`config.mk`:
```
export PLATFORM = sky130hd
export DESIGN_NAME = invader_formation_move_flat
export DESIGN_NICKNAME = d
export VERILOG_FILES = /design/src/rtl/invader_formation_move_if.sv /design/src/rtl/invader_formation_move.sv /design/src/flat_wrapper.sv
export SDC_FILE = /design/constraint.sdc
export NUM_CORES = 1
export LEC_CHECK = 0
export BUFFER_PORTS_ARGS = -buffer_cell sky130_fd_sc_hd__buf_2
export CAP_MARGIN = 30
export CELL_PAD_IN_SITES_DETAIL_PLACEMENT = 1
export CELL_PAD_IN_SITES_GLOBAL_PLACEMENT = 1
export CORE_ASPECT_RATIO = 0.5
export CORE_MARGIN = 2
export CORE_UTILIZATION = 51
export DETAILED_ROUTE_END_ITERATION = 10
export PLACE_DENSITY = 0.85
export SYNTH_ARGS = -nofsm -noshare
export SYNTH_HDL_FRONTEND = slang
export SYNTH_SLANG_ARGS = --single-unit
```
`constraint.sdc`:
```
create_clock -name clk -period 6.3 [get_ports clk]
set_clock_uncertainty 0.2 [all_clocks]
set_input_delay 0.63 -clock clk [delete_from_list [all_inputs] [get_ports clk]]
set_output_delay 0.63 -clock clk [all_outputs]
set_load 0.005 [all_outputs]
```
`src/rtl/invader_formation_move_if.sv`:
```
// Control and status bundle for the invader formation mover.
// The master side paces frames and issues commands; the slave side reports the formation position.
interface invader_formation_move_if #(
  parameter int MAX_LEVEL = 7
);
  localparam int LEVEL_W = $clog2(MAX_LEVEL + 1);

  logic               startOfFrame;
  logic               start;
  logic               speedUp;
  logic               pause;
  logic               chgDir;
  logic [10:0]        topLeftX;
  logic [10:0]        topLeftY;
  logic [LEVEL_W-1:0] level;
  logic               moving;
  logic               edgeHit;
  logic               landed;

  modport master (
    output startOfFrame, start, speedUp, pause, chgDir,
    input  topLeftX, topLeftY, level, moving, edgeHit, landed
  );

  modport slave (
    input  startOfFrame, start, speedUp, pause, chgDir,
    output topLeftX, topLeftY, level, moving, edgeHit, landed
  );
endinterface

```
`src/rtl/invader_formation_move.sv`:
```
// Space-invader formation motion: sweeps right and left in fixed point, drops one row at each edge,
// and stops for good once the formation reaches the bottom line.
module invader_formation_move #(
  parameter int INIT_X       = 20,
  parameter int INIT_Y       = 20,
  parameter int FRAC_BITS    = 6,
  parameter int X_STEP       = 80,
  parameter int X_STEP_INC   = 16,
  parameter int MAX_LEVEL    = 7,
  parameter int Y_STEP       = 64,
  parameter int DESC_PX      = 16,
  parameter int LEFT_LIMIT   = 0,
  parameter int RIGHT_LIMIT  = 439,
  parameter int BOTTOM_LIMIT = 400
) (
  input logic                     clk,
  input logic                     reset,
  invader_formation_move_if.slave bus
);

  localparam int ACC_W   = 11 + FRAC_BITS;
  localparam int SUM_W   = ACC_W + 1;
  localparam int LEVEL_W = $clog2(MAX_LEVEL + 1);

  localparam logic [ACC_W-1:0]   X_INIT_ACC = ACC_W'(INIT_X) << FRAC_BITS;
  localparam logic [ACC_W-1:0]   Y_INIT_ACC = ACC_W'(INIT_Y) << FRAC_BITS;
  localparam logic [ACC_W-1:0]   LEFT_ACC   = ACC_W'(LEFT_LIMIT) << FRAC_BITS;
  localparam logic [ACC_W-1:0]   RIGHT_ACC  = ACC_W'(RIGHT_LIMIT) << FRAC_BITS;
  localparam logic [ACC_W-1:0]   BOTTOM_ACC = ACC_W'(BOTTOM_LIMIT) << FRAC_BITS;
  localparam logic [ACC_W-1:0]   DESC_ACC   = ACC_W'(DESC_PX) << FRAC_BITS;
  localparam logic [SUM_W-1:0]   Y_STEP_W   = SUM_W'(Y_STEP);
  localparam logic [SUM_W-1:0]   X_BASE_W   = SUM_W'(X_STEP);
  localparam logic [SUM_W-1:0]   X_INC_W    = SUM_W'(X_STEP_INC);
  localparam logic [LEVEL_W-1:0] LEVEL_MAX  = LEVEL_W'(MAX_LEVEL);

  typedef enum logic [2:0] {
    IDLE,
    MOV_RGT,
    DESC_L,
    MOV_LFT,
    DESC_R,
    LANDED
  } state_e;

  state_e             state_q, state_d;
  logic [ACC_W-1:0]   xAcc_q, xAcc_d;
  logic [ACC_W-1:0]   yAcc_q, yAcc_d;
  logic [ACC_W-1:0]   target_q, target_d;
  logic [LEVEL_W-1:0] level_q, level_d;
  logic               edgeHit_q, edgeHit_d;
  logic               moving_q;
  logic               landed_q;

  logic               frame;
  logic [SUM_W-1:0]   speed;
  logic [SUM_W-1:0]   xRight;
  logic [ACC_W-1:0]   xLeft;
  logic               hitRight;
  logic               hitLeft;
  logic [SUM_W-1:0]   yDown;
  logic [ACC_W-1:0]   yNext;

  assign frame = bus.startOfFrame & ~bus.pause;

  // Speed comes from the registered level, so a same-cycle speedUp only affects later frames.
  assign speed    = X_BASE_W + SUM_W'(level_q) * X_INC_W;
  assign xRight   = {1'b0, xAcc_q} + speed;
  assign hitRight = (xRight >= {1'b0, RIGHT_ACC});

  // Compare before subtracting so the left sweep never wraps below zero.
  assign hitLeft  = ({1'b0, xAcc_q} <= ({1'b0, LEFT_ACC} + speed));
  assign xLeft    = xAcc_q - speed[ACC_W-1:0];

  assign yDown    = {1'b0, yAcc_q} + Y_STEP_W;
  assign yNext    = (yDown >= {1'b0, target_q}) ? target_q : yDown[ACC_W-1:0];

  always_comb begin
    state_d   = state_q;
    xAcc_d    = xAcc_q;
    yAcc_d    = yAcc_q;
    target_d  = target_q;
    level_d   = level_q;
    edgeHit_d = 1'b0;

    if (bus.speedUp && (state_q != LANDED) && (level_q != LEVEL_MAX)) begin
      level_d = level_q + 1'b1;
    end

    case (state_q)
      IDLE: begin
        if (bus.start) begin
          state_d = MOV_RGT;
        end
      end

      // A forced direction change takes precedence and suppresses that cycle's step,
      // so a coincident limit hit still yields a single descent.
      MOV_RGT: begin
        if (bus.chgDir || (frame && hitRight)) begin
          if (!bus.chgDir) begin
            xAcc_d = RIGHT_ACC;
          end
          state_d   = DESC_L;
          target_d  = yAcc_q + DESC_ACC;
          edgeHit_d = 1'b1;
        end else if (frame) begin
          xAcc_d = xRight[ACC_W-1:0];
        end
      end

      MOV_LFT: begin
        if (bus.chgDir || (frame && hitLeft)) begin
          if (!bus.chgDir) begin
            xAcc_d = LEFT_ACC;
          end
          state_d   = DESC_R;
          target_d  = yAcc_q + DESC_ACC;
          edgeHit_d = 1'b1;
        end else if (frame) begin
          xAcc_d = xLeft;
        end
      end

      DESC_L, DESC_R: begin
        if (frame) begin
          if (yNext >= BOTTOM_ACC) begin
            yAcc_d  = BOTTOM_ACC;
            state_d = LANDED;
          end else begin
            yAcc_d = yNext;
            if (yNext == target_q) begin
              state_d = (state_q == DESC_L) ? MOV_LFT : MOV_RGT;
            end
          end
        end
      end

      LANDED: begin
        state_d = LANDED;
      end

      default: begin
        state_d = IDLE;
      end
    endcase
  end

  // Status flags are derived from the next state so they line up with the state register.
  always_ff @(posedge clk or posedge reset) begin
    if (reset) begin
      state_q   <= IDLE;
      xAcc_q    <= X_INIT_ACC;
      yAcc_q    <= Y_INIT_ACC;
      target_q  <= '0;
      level_q   <= '0;
      edgeHit_q <= 1'b0;
      moving_q  <= 1'b0;
      landed_q  <= 1'b0;
    end else begin
      state_q   <= state_d;
      xAcc_q    <= xAcc_d;
      yAcc_q    <= yAcc_d;
      target_q  <= target_d;
      level_q   <= level_d;
      edgeHit_q <= edgeHit_d;
      moving_q  <= (state_d inside {MOV_RGT, MOV_LFT, DESC_L, DESC_R});
      landed_q  <= (state_d == LANDED);
    end
  end

  assign bus.topLeftX = xAcc_q[ACC_W-1:FRAC_BITS];
  assign bus.topLeftY = yAcc_q[ACC_W-1:FRAC_BITS];
  assign bus.level    = level_q;
  assign bus.moving   = moving_q;
  assign bus.edgeHit  = edgeHit_q;
  assign bus.landed   = landed_q;

endmodule

```
`src/flat_wrapper.sv`:
```
// flat-port wrapper written by rule: the top's interface ports become plain ports
module invader_formation_move_flat 
#(
  parameter int INIT_X       = 20,
  parameter int INIT_Y       = 20,
  parameter int FRAC_BITS    = 6,
  parameter int X_STEP       = 80,
  parameter int X_STEP_INC   = 16,
  parameter int MAX_LEVEL    = 7,
  parameter int Y_STEP       = 64,
  parameter int DESC_PX      = 16,
  parameter int LEFT_LIMIT   = 0,
  parameter int RIGHT_LIMIT  = 439,
  parameter int BOTTOM_LIMIT = 400
)
  (clk, reset, bus_startOfFrame, bus_start, bus_speedUp, bus_pause, bus_chgDir, bus_topLeftX, bus_topLeftY, bus_level, bus_moving, bus_edgeHit, bus_landed);
  invader_formation_move_if #(.MAX_LEVEL(MAX_LEVEL)) bus_i ();
  input logic clk;
  input logic reset;
  input wire logic [$bits(bus_i.startOfFrame)-1:0] bus_startOfFrame;
  input wire logic [$bits(bus_i.start)-1:0] bus_start;
  input wire logic [$bits(bus_i.speedUp)-1:0] bus_speedUp;
  input wire logic [$bits(bus_i.pause)-1:0] bus_pause;
  input wire logic [$bits(bus_i.chgDir)-1:0] bus_chgDir;
  output wire logic [$bits(bus_i.topLeftX)-1:0] bus_topLeftX;
  output wire logic [$bits(bus_i.topLeftY)-1:0] bus_topLeftY;
  output wire logic [$bits(bus_i.level)-1:0] bus_level;
  output wire logic [$bits(bus_i.moving)-1:0] bus_moving;
  output wire logic [$bits(bus_i.edgeHit)-1:0] bus_edgeHit;
  output wire logic [$bits(bus_i.landed)-1:0] bus_landed;
  assign bus_i.startOfFrame = bus_startOfFrame;
  assign bus_i.start = bus_start;
  assign bus_i.speedUp = bus_speedUp;
  assign bus_i.pause = bus_pause;
  assign bus_i.chgDir = bus_chgDir;
  assign bus_topLeftX = bus_i.topLeftX;
  assign bus_topLeftY = bus_i.topLeftY;
  assign bus_level = bus_i.level;
  assign bus_moving = bus_i.moving;
  assign bus_edgeHit = bus_i.edgeHit;
  assign bus_landed = bus_i.landed;
  invader_formation_move #(.INIT_X(INIT_X), .INIT_Y(INIT_Y), .FRAC_BITS(FRAC_BITS), .X_STEP(X_STEP), .X_STEP_INC(X_STEP_INC), .MAX_LEVEL(MAX_LEVEL), .Y_STEP(Y_STEP), .DESC_PX(DESC_PX), .LEFT_LIMIT(LEFT_LIMIT), .RIGHT_LIMIT(RIGHT_LIMIT), .BOTTOM_LIMIT(BOTTOM_LIMIT)) u_core (.clk(clk), .reset(reset), .bus(bus_i));
endmodule
```
==> metrics, run 1 <==
fin crit share=between 70% and 80%; highest net fanout along the worst path=18; Synth Cell Area=~0.0045 mm²; via count=3794; Synth top area share=28.9%; Power, Total=2.67 mW; clk_lat worst skew=0.31 ns; Slew Limit Fails=0; worst hold stages=2; CP arrival=between 4 and 5 ns; post-synthesis cell type count=77; unrepaired setup endpoints after global routing=no; CTS resizes=0; row count=24; HPWL after DPL=roughly 8700 µm; Area growth syn-to-layout=6.66%; Synth Area per Inst=8.96 µm²; net count after synthesis=542; H-tree depth=2; number of synthesized flops with an enable pin=0; Seq/Total Area, Yosys=31.2%; die height=70.5 µm; Core Region=0.00865 mm²; warnings from Yosys=0; reg2reg path depth=12; Hold Crit Start=u_core.xAcc_q[4]$_DFFE_PP0P_; GPL Wtd Cong=0.880; total CTS buffers=5; port bufs=34; CTS sink cnt=56; WS Path Type=reg2reg; VDD IR max=0.000275 V; multi-input combinational cell area=0.00272 mm²; largest buffer count on any clock path=2; Worst Path Required=6.29 ns; critical path capture point type=flip-flop; Max Clk Rate=222 MHz; pin count of the biggest net entering global routing=57; GRT Total Usage=26.6%; worst-margin pin slew=0.981 ns; Post-Synthesis Cells=503; Slew headroom=34.6%; Setup TNS Final=0 ns; die width=~140 µm; number of fill cells=1051; Antenna Violating Nets Remaining=0; Worst Setup Start Kind=flip-flop; final setup violation count=0; clock transition at the registers of the reported paths=approximately 0.07 ns; slack of the worst reg-to-reg path=~1.8 ns; min cycle time layout=4.51 ns; initial drt markers=about 180; vias in the first global route=approximately 4000; DR pass1 iterations=4; number of nets in the layout=550; Post-Route WL=11700 µm; CTS root buf=clkbuf_16; power density over the cells=555 mW/mm²; total grt overflow=0; status=completed; ys flop type=dfrtp_1; Leakage=2.20 nW; DRC=0; maxcap violations=0; Synth async-reset ratio=between 90% and 100%; commonest cells in the synthesized netlist=52 x dfrtp_1, 42 x nor2_1, 40 x inv_1, 30 x ha_1, 29 x a21oi_1; ANT cells=0; first-pass GRT wire length=20100 µm; Hold Path End=u_core.xAcc_q[4]$_DFFE_PP0P_; Storage cell area=approximately 0.0014 mm²; FF+latch count, synth=56; most common cell in the synthesized netlist=dfrtp_1; # Post-CTS Setup Buffers=0; # hold bufs at CTS=0; reg-to-reg endpoint=u_core.target_q[5]$_DFFE_PP0P_; per-cell routed wire length=18.6 µm; initial core utilization=52.1%; share of layout cells above drive strength 1=14.5%; initial antenna violation count=0; Hold Crit Class=reg2reg; cell taking the most area after synthesis=dfrtp_1; DIE AREA=0.00965 mm²; CTS tree=built; Vias/cell=6.03; RR Startpoint=u_core.bus.level[0]$_DFFE_PP0P_; Ports=35; Area contributors post-synth=dfrtp_1 29%, ha_1 8.3%, nor2_1 3.5%, xnor2_1 3.5%, inv_1 3.3%; final hold vios=0
[critical path: stages, from the launching register on]
cell      delay (ns)
dfrtp_1         0.45
ha_1            0.23
ha_1            0.29
inv_1           0.06
ha_1            0.42
a211oi_1        0.35
o21ai_0         0.14
o311a_1         0.13
or4_1           0.48
o311ai_1        0.12
a221o_2         0.30
a22o_1          0.81
mux2_1          0.40
[sequential cells by signal (all words and copies together), names as in the netlist]
signal	flops
u_core.bus.moving	1
u_core.yAcc_q	17
u_core.xAcc_q	13
u_core.target_q	17
u_core.state_q	3
u_core.bus.landed	1
u_core.bus.level	3
u_core.bus.edgeHit	1
[layout by cell type (no fill, tap or decap), types with 8 or more instances in the layout]
cell type   n
dfrtp_1    52
nor2_1     42
inv_1      39
buf_2      34
ha_1       30
a21oi_1    29
nand2_1    28
o21ai_0    25
xnor2_1    18
xor2_1     13
nand3_1    11
a21o_1     10
mux2i_1    10
nor3_1     10
mux2_1      9
a22o_1      8
a31oi_1     8
[kinds of logic (layout without fill, tap and decap cells)]
logic type / after synthesis / after routing / synth area share, %
buf+inv: 77 / 86 / 8.41
fa+ha+maj: 32 / 32 / 9.22
flops: 56 / 56 / 31.2
simple gates: 140 / 140 / 16.3
compound gates: 145 / 145 / 22.8
xor+xnor: 34 / 34 / 7.58
mux: 19 / 19 / 4.47
[power by group]
group	internal (mW)	leakage (nW)	total, mW	switching [mW]
Sequential	0.480	0.703	0.672	0.192
Clock	0.210	0.0901	0.347	0.138
Combinational	0.679	1.40	1.65	0.968
[metrics by stage]
step,instances,hold WS [ns],instance area [µm²],setup slack (ns),util (%)
after floorplan,503,0.275,4510,2.53,-
after global placement,621,0.305,4620,2.00,53.5
after detailed placement,621,0.308,4620,1.83,53.5
after CTS,629,0.321,4810,1.83,55.6
after global routing,629,0.376,4810,1.53,55.6
final,629,0.320,4810,1.79,55.6
[metal layers]
metal / vias up / share of wire (%) / wire length (µm) / global-route usage (%)
met3: 12 / 3.9 / 459 / 4.58
met2: 59 / 49 / 5790 / 44.7
li1: 1826 / - / - / -
met4: 0 / 1.1 / 133 / 6.19
met1: 1897 / 45 / 5330 / 35.9
met5: - / 0 / 0 / 0
[worst max-delay path by stage]
stage | cells after the start | endpoint | start | slack (ns)
global placement | 12 | u_core.target_q[1]$_DFFE_PP0P_ | u_core.bus.level[0]$_DFFE_PP0P_ | 2.00
finish | 12 | u_core.target_q[5]$_DFFE_PP0P_ | u_core.bus.level[0]$_DFFE_PP0P_ | 1.79
floorplan | 14 | u_core.target_q[8]$_DFFE_PP0P_ | u_core.bus.level[0]$_DFFE_PP0P_ | 2.53
detailed placement | 12 | u_core.target_q[5]$_DFFE_PP0P_ | u_core.bus.level[0]$_DFFE_PP0P_ | 1.83
CTS | 12 | u_core.target_q[5]$_DFFE_PP0P_ | u_core.bus.level[0]$_DFFE_PP0P_ | 1.83
global route | 12 | u_core.target_q[1]$_DFFE_PP0P_ | u_core.bus.level[0]$_DFFE_PP0P_ | 1.53
[cell type report]
type | instances | area share (%)
clock buffers | 7 | 3.18
clock inverters | 1 | 0.625
inverters | 40 | 3.12
multi-input cells | 370 | 56.6
flip-flops and latches | 56 | 29.3
well taps | 117 | 3.05
repair buffers | 38 | 4.17
(Power assumes the default switching activity.)
==> run 2, diff against run 1 <==
Settings changed: ABC_AREA set to 1, CORE_UTILIZATION 51 to 45, PLACE_DENSITY 0.85 to 0.8.
Clock period 6.3 ns to 4.5 ns, I/O delays scaled along.
==> metrics, run 2 <==
status=completed; Ports=35; DIE AREA=0.0113 mm²; fin crit share=93.2%; Hold Crit Class=in2async; DRC=0; most common cell in the synthesized netlist=nand2_1; post-synthesis cell type count=40; cell taking the most area after synthesis=dfrtp_1; commonest non-fill, non-tap cell in the layout=nand2_1; ANT cells=0; initial core utilization=46.2%; crit-path max cell delay=0.61 ns; WS Path Type=reg2reg; port bufs=34; warnings from Yosys=0; total CTS buffers=5; initial drt markers=206; CTS root buf=clkbuf_16; H-tree depth=2; vias in the first global route=4670; share of layout cells above drive strength 1=14.4%; clock transition at the registers of the reported paths=0.08 ns; row count=26; Area contributors post-synth=dfrtp_1 28%, nand2_1 14%, ha_1 8.0%, inv_1 7.9%, xor2_1 4.3%; Slew Limit Fails=0; commonest cells in the synthesized netlist=170 x nand2_1, 99 x inv_1, 52 x dfrtp_1, 50 x nor2_1, 40 x nand3_1; GRT Total Usage=25.5%; CP arrival=roughly 4.2 ns; CTS sink cnt=56; worst-margin pin slew=between 0.7 and 0.8 ns; via count=4486; Vias/cell=around 5.4; ys flop type=dfrtp_1; final setup violation count=0; first-pass GRT wire length=about 23000 µm; Area growth syn-to-layout=9.17%; Worst Path Required=4.50 ns; RR Startpoint=u_core.yAcc_q[8]$_DFFE_PP1P_; Synth Area per Inst=7.00 µm²; most used cell, CP=nand2_1; Synth Cell Area=0.00471 mm²; CTS tree=built; Max Clk Rate=238 MHz; number of synthesized flops with an enable pin=0; placed insts=820; Worst Setup Start Kind=flip-flop; critical path capture point type=flip-flop; count of non-filler cells in the finished layout=~840; slowest stage cell, crit path=dfstp_2; HPWL after DPL=roughly 10000 µm; met3 Usage GRT=4.67%; FF+latch count, synth=between 50 and 60; met2 GRT Util=43.9%; net count after synthesis=711; Antenna Violating Nets Remaining=0; total grt overflow=0; Post-Route WL=13900 µm; DR pass1 iterations=4; pin count of the biggest net entering global routing=57; highest net fanout along the worst path=12; # hold bufs at CTS=0; number of fill cells=1371; die width=149 µm; commonest non-fill, non-tap cells in the layout=170 x nand2_1, 98 x inv_1, 51 x dfrtp_1; Slew headroom=around 50%; initial antenna violation count=0; GPL Wtd Cong=0.828; clk_lat worst skew=0.31 ns; slack of the worst reg-to-reg path=just over 0.3 ns; number of nets in the layout=733; Seq/Total Area, Yosys=29.9%; min cycle time layout=4.20 ns; per-cell routed wire length=16.7 µm; largest buffer count on any clock path=2; reg2reg path depth=27; maxcap violations=0; final hold vios=0; Post-Synthesis Cells=between 600 and 700; GR Util met1=between 30% and 40%; die height=approximately 76 µm; Synth async-reset ratio=100%; Core Region=0.0102 mm²; Largest regs=u_core.target_q (17), u_core.yAcc_q (17), u_core.xAcc_q (13); cell family contributing the most delay on the critical path=simple AND/OR/NAND/NOR gates; Buffers & Inverters on Critical Path=4; Synth top area share=27.6%; GR peak layer=met2; reg-to-reg endpoint=u_core.bus.moving$_DFF_PP0_
==> run 2: routing by layer <==
| layer | routed length [µm] | part of all wire (%) | vias to the layer above |
|---|---|---|---|
| met1 | 6590 | 47 | 2194 |
| met3 | 453 | 3.3 | 19 |
| met5 | 0 | 0 | - |
| li1 | - | - | 2225 |
| met2 | 6680 | 48 | 48 |
| met4 | 185 | 1.3 | 0 |
==> run 2: worst max path at each step <==
stage | slack (ns) | depth (start not counted) | end | startpoint
after floorplan | 0.93 | 30 | u_core.bus.moving$_DFF_PP0_ | u_core.yAcc_q[10]$_DFFE_PP1P_
after global placement | -0.001 | 24 | u_core.yAcc_q[14]$_DFFE_PP0P_ | u_core.yAcc_q[10]$_DFFE_PP1P_
after detailed placement | -0.17 | 28 | u_core.bus.moving$_DFF_PP0_ | u_core.yAcc_q[10]$_DFFE_PP1P_
after CTS | 0.03 | 28 | u_core.bus.moving$_DFF_PP0_ | u_core.yAcc_q[10]$_DFFE_PP1P_
after global routing | -0.02 | 28 | u_core.bus.moving$_DFF_PP0_ | u_core.yAcc_q[10]$_DFFE_PP1P_
final | 0.30 | 27 | u_core.bus.moving$_DFF_PP0_ | u_core.yAcc_q[8]$_DFFE_PP1P_
==> run 2: repair_timing <==
item | in CTS | in global routing
pin swaps | 1 | 1
buffers inserted | 3 | 3
gates resized for setup | 3 | 11
cloned | 0 | 1
setup endpoints to repair | 9 | 12
==> run 2: metrics by stage <==
| step | utilization, % | area [µm²] | hold slack (ns) | worst slack [ns] | setup TNS, ns |
|---|---|---|---|---|---|
| floorplan | - | 4710 | 0.259 | 0.934 | 0 |
| global placement | 48.0 | 4890 | 0.276 | -0.00128 | -0.00128 |
| detailed placement | 48.1 | 4900 | 0.289 | -0.169 | -0.759 |
| CTS | 49.9 | 5080 | 0.194 | 0.0282 | 0 |
| global route | 50.5 | 5140 | 0.238 | -0.0184 | -0.0218 |
| finish | 50.5 | 5140 | 0.170 | 0.304 | 0 |
==> run 2: cells by family after synthesis <==
kind of cell | synth area share [%]
XOR/XNOR | 4.65
adder cells (fa/ha/maj) | 8.83
AND/OR/NAND/NOR | 29.3
AO/OA/AOI/OAI | 14.2
flip-flops | 29.9
buffers and inverters | 13.1
==> run 2: layout make-up <==
cell class / count / area, µm² / area share (%)
Inverter: 105 / 394 / 7.67
Clock buffer: 7 / 133 / 2.58
Clock inverter: 1 / 5.00 / 0.0974
Timing Repair Buffer: 47 / 292 / 5.67
Multi-Input combinational cell: 479 / 2730 / 53.2
Tap cell: 140 / 175 / 3.41
Sequential cell: 56 / 1410 / 27.4
==> run 2: worst reg2reg max path: stages (launching register included) <==
cell and delay (ns):
dfstp_2 0.61, nand2_1 0.13, nor2_4 0.15, inv_1 0.07, nor2_1 0.13, xnor2_1 0.20
inv_1 0.13, ha_1 0.32, nand2_1 0.06, nor2_1 0.14, nand2_1 0.11, o21ai_4 0.20
nand2_1 0.15, nand3_4 0.11, buf_4 0.18, nand2_1 0.07, o21ai_1 0.15, nand3_1 0.11
nand2_1 0.11, nand2_4 0.13, a21oi_2 0.15, nand2_1 0.08, nand2_1 0.06, nand2_1 0.07
nor2_1 0.11, nand2_1 0.06, nand2_1 0.05, inv_1 0.04
Power of run 2 is left out: the tool's default activity adds up to more than one toggle a clock period on the data nets, which glitch-free logic cannot reach.
